File: config.mk
export PLATFORM = sky130hd
export DESIGN_NAME = assertion_gate_seq
export DESIGN_NICKNAME = d
export VERILOG_FILES = /design/src/rtl/assertion_gate_seq.sv
export SDC_FILE = /design/constraint.sdc
export NUM_CORES = 1
export LEC_CHECK = 0
export ABC_AREA = 1
export CORE_ASPECT_RATIO = 1.5
export CORE_UTILIZATION = 40
export DETAILED_ROUTE_END_ITERATION = 10
export GPL_TIMING_DRIVEN = 1
export PLACE_DENSITY = 0.66
export SETUP_SLACK_MARGIN = 0.5
export SLEW_MARGIN = 25
export SYNTH_ARGS = -nofsm -noshare
export SYNTH_HDL_FRONTEND = slang
export SYNTH_SLANG_ARGS = --single-unit
File: constraint.sdc
create_clock -name clk -period 1.55 [get_ports clk]
set_input_delay 0.31 -clock clk [delete_from_list [all_inputs] [get_ports clk]]
set_output_delay 0.31 -clock clk [all_outputs]
set_load 0.05 [all_outputs]
File: src/rtl/assertion_gate_seq.sv
// assertion_gate_seq: registered gate that blanks in while a control bit asserts, plus a hold-off window
// Ports: clk; rst_n async active-low; in data (WIDTH); clr_i clears trip status;
//        out gated data; blocked = not passing; tripped sticky; trip_count saturating
module assertion_gate_seq #(
  parameter int WIDTH       = 4,
  parameter int CTRL_BIT    = 0,
  parameter int CTRL_POL    = 1,
  parameter int HOLD_CYCLES = 3,
  parameter int CNT_W       = 8
) (
  input  logic             clk,
  input  logic             rst_n,
  input  logic [WIDTH-1:0] in,
  input  logic             clr_i,
  output logic [WIDTH-1:0] out,
  output logic             blocked,
  output logic             tripped,
  output logic [CNT_W-1:0] trip_count
);
  localparam int HW = (HOLD_CYCLES > 0) ? $clog2(HOLD_CYCLES + 1) : 1;
  localparam logic [1:0] PASS = 2'd0, BLOCK = 2'd1, HOLDOFF = 2'd2;
  if (WIDTH < 1 || CTRL_BIT >= WIDTH) begin : g_bad
    $error("assertion_gate_seq: CTRL_BIT must be < WIDTH and WIDTH >= 1");
  end
  logic [1:0]    state, nstate;
  logic [HW-1:0] cnt, ncnt;
  logic          cond, trip, retrig;
  assign cond = in[CTRL_BIT] == 1'(CTRL_POL);
  always_comb begin
    nstate = state;
    ncnt   = cnt;
    trip   = 1'b0;
    retrig = 1'b0;
    case (state)
      PASS: begin
        nstate = cond ? BLOCK : PASS;
        trip   = cond;
      end
      BLOCK: begin
        nstate = cond ? BLOCK : (HOLD_CYCLES > 0) ? HOLDOFF : PASS;
        ncnt   = (!cond && HOLD_CYCLES > 0) ? HW'(HOLD_CYCLES - 1) : cnt;
      end
      HOLDOFF: begin
        nstate = cond ? BLOCK : (cnt == '0) ? PASS : HOLDOFF;
        ncnt   = (!cond && cnt != '0) ? cnt - 1'b1 : cnt;
        retrig = cond;
      end
      default: nstate = PASS;
    endcase
  end
  always_ff @(posedge clk or negedge rst_n) begin
    if (!rst_n) begin
      state      <= PASS;
      cnt        <= '0;
      out        <= '0;
      blocked    <= 1'b0;
      tripped    <= 1'b0;
      trip_count <= '0;
    end else begin
      state      <= nstate;
      cnt        <= ncnt;
      out        <= (nstate == PASS) ? in : '0;
      blocked    <= nstate != PASS;
      tripped    <= (trip || retrig) ? 1'b1 : clr_i ? 1'b0 : tripped;
      // a new trip on the same edge as a clear restarts the count at one
      trip_count <= trip ? (clr_i ? CNT_W'(1) : (&trip_count ? trip_count : trip_count + 1'b1))
                         : clr_i ? '0 : trip_count;
    end
  end
endmodule

## Yosys cells after proc, flatten, opt, wreduce, memory -nomap -nowiden

Index checks and enable logic that the tools add are counted.

| word-level totals | value |
|---|---|
| register bits | 18 |
| bits in latches | 0 |
| bits in writable memories | 0 |
| bits in read-only memories | 0 |
| input port bits | 7 |
| word-level logic and storage cells | 44 |
| memories kept | 0 |

| cells by class | value |
|---|---|
| $add $sub $neg | 2 |
| multiply operators | 0 |
| divide/modulo/power cells | 0 |
| $lt $le $gt $ge | 0 |
| equal/unequal tests | 5 |
| shift operators | 0 |
| multiplexer cells | 17 |
| bitwise logic cells | 0 |
| reduce and logical (&&, ||, !) cells | 14 |

Operators by type and width:

| operator | count |
|---|---|
| 2-to-1 mux 8 bit | 4 |
| 2-to-1 mux 2 bit | 5 |
| nonzero test 2 bit | 5 |
| adder 8 x 1 -> 8 bit, second input constant | 1 |
| AND reduction 8 bit | 1 |
| logical NOT 2 bit | 3 |
| inequality test 2 bit, second input constant | 3 |
| case mux 2 bit (3 select lines) | 1 |
| 2-to-1 mux 1 bit | 5 |
| 2-to-1 mux 4 bit | 1 |
| case mux 2 bit (2 select lines) | 1 |
| AND reduction 3 bit | 1 |
| equality test 2 x 1 -> 1 bit, second input constant | 1 |
| equality test 2 bit, second input constant | 1 |
| AND reduction 2 bit | 1 |
| subtractor 2 x 1 -> 2 bit, second input constant | 1 |
| logical AND 1 bit | 1 |
| logical NOT 1 bit | 1 |
| logical OR 1 bit | 1 |

## Logic depth before layout (Yosys ltp)

Gate-level depths: netlist (run 1).

| depth | value |
|---|---|
| depth in word-level cells | 6 |
| depth in mapped cells | 8 |
| depth with buffers taken out | 8 |

## Worst setup path after synthesis (run 1)

No wires, ideal clock.

| timing | value |
|---|---|
| kind | reg-to-reg |
| from | register trip_count[0] |
| to | register trip_count[5] |
| arrival | 1.455 ns |
| required time | 1.431 ns |
| slack | -0.024 ns |
| stages on the path, launching flop included | 9 |
| path buffers | 0 |
| period minus slack after synthesis | 1.574 ns |
| path through | dfrtp_1 ha_1 nand2_1 nor2_1 nand2_1 nand2_2 nor2_2 nand2_1 nand2_1 |

| on the way | value |
|---|---|
| cells in the longest elaborated chain, start to end | 4 |
| elaborated cells on any way between the ends | 7 |

RTL lines:

| what | line | source |
|---|---|---|
| start, declared | 18 | `output logic [CNT_W-1:0] trip_count` |
| start signal, assigned | 66 | `trip_count <= trip ? (clr_i ? CNT_W'(1) : (&trip_count ? trip_count : trip_count + 1'b1))` |
| adder 8 x 1 -> 8 bit | 66 |  |
| 2-to-1 mux 8 bit (3 in a row) | 66 |  |

Several ways; a longest one is shown, not always the timed one. The select of a mux whose other input is x is not followed.
A chain may end at the register's enable or synchronous reset.

## Worst setup path after layout (run 1)

| timing | value |
|---|---|
| from | register trip_count[0] |
| to | register trip_count[3] |

The elaborated chain is that of the path after synthesis.

==> results of run 1 <==
[power by group through the flow]
stage               combinational, uW  clock, uW  sequential [uW]
floorplan                        97.1          0              607
global placement                  262          0              546
detailed placement                267          0              548
CTS                               318        296              538
global route                      348        312              543
finish                            326        288              539
[worst max path at each step]
stage | startpoint | end | slack, ns | cells after the start
2_1_floorplan | trip_count[0] | trip_count[0] | 0.19 | 8
3_3_place_gp | in[0] | out[0] | 0.0007 | 6
3_5_place_dp | in[0] | out[2] | 0.008 | 6
4_1_cts | trip_count[0] | trip_count[0] | 0.31 | 1
5_1_grt | trip_count[1] | trip_count[3] | 0.22 | 8
6_report | trip_count[0] | trip_count[3] | 0.29 | 8
[cells in the final DEF, fill, tap and decap left out, types with 2 or more instances in the layout]
master / instances
a21oi_1: 2
o21ai_1: 3
nor2_2: 6
nand3b_1: 2
nand3_1: 8
clkdlybuf4s50_1: 5
inv_1: 11
buf_4: 17
nor2_1: 6
inv_2: 4
dfrtp_2: 8
dfrtp_1: 10
buf_12: 9
nand2_1: 26
clkbuf_4: 3
nand2_4: 4
nand3_2: 7
buf_6: 7
nor2_4: 3
[cell usage after synthesis, drive strengths merged]
cell	instances
inv	16
o21bai	1
ha	2
xor2	1
clkbuf	1
a31oi	1
or2	1
nand3	15
nand3b	2
buf	1
nor2	15
a21oi	2
o21ai	4
nand2	30
dfrtp	18
[per-stage QoR]
stage / setup WS (ns) / util / total power (uW) / area [um^2] / instances
floorplan: 0.194 / - / 704 / 927 / 110
global placement: 0.000736 / 0.608 / 809 / 1260 / 156
detailed placement: 0.00763 / 0.608 / 814 / 1260 / 156
CTS: 0.305 / 0.700 / 1150 / 1450 / 170
global route: 0.221 / 0.723 / 1200 / 1500 / 174
finish: 0.289 / 0.723 / 1150 / 1500 / 174
[cell families (layout without fill, tap and decap cells)]
family | Yosys count | in the layout | synth area share
and+or+nand+nor | 63 | 64 | 0.327
adders and majority gates | 2 | 2 | 0.0279
buffers and inverters | 18 | 59 | 0.0838
AOI/OAI and AO/OA | 8 | 8 | 0.0489
DFF | 18 | 18 | 0.503
xor gates and xnor gates | 1 | 1 | 0.00978
[sequential cells by signal, indices dropped and copies added (netlist names)]
name,count
cnt,2
blocked,1
tripped,1
state,2
trip_count,8
out,4
[cell type report]
type                            instances  area, um^2  share of cell area
Inverter                               16        62.6              0.0417
Multi-Input combinational cell         75         469               0.313
Sequential cell                        18         460               0.307
Clock buffer                            4        36.3              0.0242
Tap cell                               22        27.5              0.0183
Timing Repair Buffer                   39         445               0.297
[critical path: stages (launching register included)]
cell and delay (ns):
dfrtp_2 0.47, ha_4 0.18, nand2_4 0.07, nor2_4 0.04
nand2_4 0.09, nand2_4 0.08, nor2_4 0.12, nand2_1 0.08
nand2_1 0.06
[what timing repair did]
action | in CTS | in global routing
pin swaps | 13 | 6
hold endpoints to repair | 0 | 0
buffers inserted | 9 | 4
endpoints found under the setup margin | 29 | 29
gates cloned | 1 | 0
gates resized for setup | 27 | 6
[per-layer routing]
layer	routed length [um]	up-vias	track usage
met2	1300	19	0.367
met5	0	-	0
met3	53	6	0.0372
met4	51	0	0.0952
li1	-	433	-
met1	875	421	0.233
==> results.cfg, run 1 <==
[power]
p_leak_uw = 0.000738
peakVddDrop_v = 0.000546
netSwitchingFraction = 0.311
power.internal_uw = 794
p_comb_frac = 0.282
p_sw_uw = 359
power_frac_clock = 0.250
pwr-share-seq = 0.468
powerDensity_nw_per_um2 = 768

[synth]
yosys_warnings = 0
yosys.area.top_type = dfrtp_1
synth.top_cell.area_share = 0.503
ys_seq_area_frac = 0.503
ys_ff_latch = 18
synthTopCellsByArea = dfrtp_1 (50%), nand2_1 (12%), nand3_1 (7.3%)
synth_area_per_cell_um2 = 8.14
syn_nets = 119
postSynthCellCount = 110
synth_area_um2 = 896
yosysUniqueCellTypes = 19

[grt]
grt_antenna_before_repair = 0
grt_max_degree = 19
grt_pass1_wl_mm = 3.46
grt_overflow_total = 0
grt_usage = 0.211
grt_pass1_vias = 859

[clock_tree]
cts_sinks = 18
clock_tree.root_cell = clkbuf_4
cts_tree = built
clk_pin_slew_ns = 0.10
cts_buffer_depth = 2
insertion_delay_ns = 0.29
htreeDepth = 1
holdBufCountCts = 0
cts_buffers = 3

[routing]
drtPass1Iterations = 5
drc_errors = 0
ant_nets = 0
wl_per_cell_um = 13.1
drt-initial-drc-count = 16
via_count = 879
wl_mm = 2.28
viasPerCell = 5.05

[sta]
finalSetupTns_ns = 0
hold_violations = 0
finClkSkew_ns = 0.00174
slew_violations = 0
max_slew_margin = 0.844
setup_viol = 0
tightest_slew_ns = 0.234
rsz0062_at_grt = yes
hold_ws_ns = 0.333
fmax_mhz = 793
fin_crit_sh = 0.814
post-route-min-period_ns = 1.26

[setup_path]
r2r_slack_ns = 0.29
cp.arrival_ns = 1.49
ff2ff_path_depth = 8
critical_path.max_fanout = 5
critPathLaunchType = flip-flop
r2r-start = trip_count[0]
crit_type = flip-flop to flip-flop
crit_path_end_kind = flip-flop
r2r_end = trip_count[3]
required_ns = 1.78

[hold_path]
hold_path.class = primary input to async pin

[floorplanning]
core-area_um2 = 2080
ios = 21
chipWidth_um = 40.6
rows = 20
start_util = 0.431
die_area_um2 = 2440
fp.dieH_um = 60.0

[run_status]
outcome = finished, final reports clean

[place]
hpwl_mm = 1.45
port_buffers = 20
place.gp.congestion = 0.766

[finish]
nNetsFinal = 162
n_fill_cell = 165
syn2layout_area_growth_pct = 67.6
drive_gt1_frac = 0.487
insertedDiodeCount = 0

[run]
maxCapViolations = 0
Power figures use the tool's default switching activity.
==> run 2, diff against run 1 <==
- clock period: 1.55 -> 1.25 ns (I/O delays scaled with it)
==> results.cfg, run 2 (same netlist as run 1, synthesis figures left out) <==
[power]
pwr-share-seq = 0.457
fin_total_pwr_uw = 1480
peakVddDrop_v = 0.000623
netSwitchingFraction = 0.322
p_comb_frac = 0.334
power_frac_clock = 0.209
p_sw_uw = 478
powerDensity_nw_per_um2 = 915
p_leak_uw = 0.000773
power.internal_uw = 1010

[setup_path]
cp.arrival_ns = 1.02
crit_type = flip-flop to output port
r2r_end = trip_count[3]
critical_path.max_fanout = 3
r2r_slack_ns = 0.02
ff2ff_path_depth = 8
crit_path_end_kind = output port
critPathLaunchType = flip-flop
r2r-start = trip_count[1]
required_ns = 1.00

[routing]
wl_per_cell_um = 12.9
drtPass1Iterations = 4
drt-initial-drc-count = 14
via_count = 896
viasPerCell = 5.03
wl_mm = 2.30
drc_errors = 0
ant_nets = 0

[place]
port_buffers = 20
hpwl_mm = 1.60
dp_slack_ns = -0.209
place.gp.congestion = 0.752

[finish]
nNetsFinal = 166
final_util = 0.780
largestRegisters = trip_count (8), out (4)
largest_register_ffs = 8
syn2layout_area_growth_pct = 80.9
layout_common_cells = nand2_1 (26), buf_4 (18), dfrtp_2 (15), buf_12 (15)
insertedDiodeCount = 0
drive_gt1_frac = 0.564
regMostFlops = trip_count
final_common_cell = nand2_1

[clock_tree]
clock_tree.root_cell = clkbuf_4
cts_buffer_depth = 2
cts_tree = built
insertion_delay_ns = 0.29
cts_buffers = 3
clk_pin_slew_ns = 0.11
htreeDepth = 1
cts_sinks = 18

[grt]
grt.met3_usage = 0.0372
grt_use_met2 = 0.433
grt_busiest_layer = met2
grt_antenna_before_repair = 0
grt_max_degree = 19
grtUsageMet1 = 0.237
grt_overflow_total = 0
grt_usage = 0.238
grt_pass1_vias = 922
grt_pass1_wl_mm = 3.86

[sta]
setup_viol = 2
fin_ws_ns = -0.0206
tightest_slew_ns = 0.235
hold_ws_ns = 0.273
post-route-min-period_ns = 1.27
slew_violations = 0
hold_violations = 0
finClkSkew_ns = 0.00497
fmax_mhz = 787
max_slew_margin = 0.843
rsz0062_at_grt = yes
fin_crit_sh = 1.02

[floorplanning]
core-area_um2 = 2080
rows = 20
fp.dieH_um = 60.0
start_util = 0.431
chipWidth_um = 40.6
ios = 21
die_area_um2 = 2440

[hold_path]
hold_path.class = primary input to async pin

[run_status]
outcome = complete, but fails checks
violations = setup timing

[run]
maxCapViolations = 0
[run 2: changes by cell type in the layout (fill, tap and decap cells not counted), sizes merged]
cell	change
clkdlybuf4s50	-1
buf	+4
dlygate4sd2	+1
[run 2: worst max path at each step]
stage	start	to	slack (ns)	depth (start not counted)
global route	trip_count[1]	trip_count[1]	-0.06	2
floorplan	trip_count[0]	trip_count[0]	-0.11	8
CTS	trip_count[1]	trip_count[1]	-0.02	2
global placement	in[0]	out[2]	-0.19	6
detailed placement	in[0]	out[2]	-0.21	6
finish	trip_count[1]	trip_count[1]	-0.02	2
[run 2: layout make-up]
type	instances	area [um^2]
clock buffers	4	26.3
fillers	143	457
inverters	16	62.6
multi-input cells	75	497
flip-flops and latches	18	469
well taps	22	27.5
repair buffers	43	538
[run 2: per-stage QoR]
stage	area (um^2)	instances	setup TNS, ns
after global placement	1390	161	-1.89
after global routing	1620	178	-0.285
after CTS	1590	178	-0.0314
final	1620	178	-0.0342
after detailed placement	1390	161	-2.24
after floorplan	942	110	-0.665
[run 2: what timing repair did]
item,4_1_cts,5_1_grt
setup buffers,12,0
resized for setup,27,6
hold buffers,0,0
gates cloned,1,0
pin swaps,14,9
endpoints found under the setup margin,32,31
[run 2: per-layer routing]
layer  routed length (um)  up-vias  share of wire
li1                     -      436              -
met4                   53        0          0.023
met1                  806      431           0.35
met5                    0        -              0
met3                   58        7          0.025
met2                 1380       22           0.60
[run 2: power by group through the flow]
stage / Combinational (uW) / Clock [uW] / Sequential [uW]
floorplan: 123 / 0 / 757
global placement: 392 / 0 / 683
detailed placement: 402 / 0 / 686
CTS: 492 / 319 / 676
global route: 530 / 355 / 684
finish: 495 / 311 / 677
[run 2: worst max-delay path, stage by stage (launching register included)]
cell	delay, ns
dfrtp_2	0.45
buf_6	0.14
buf_12	0.14
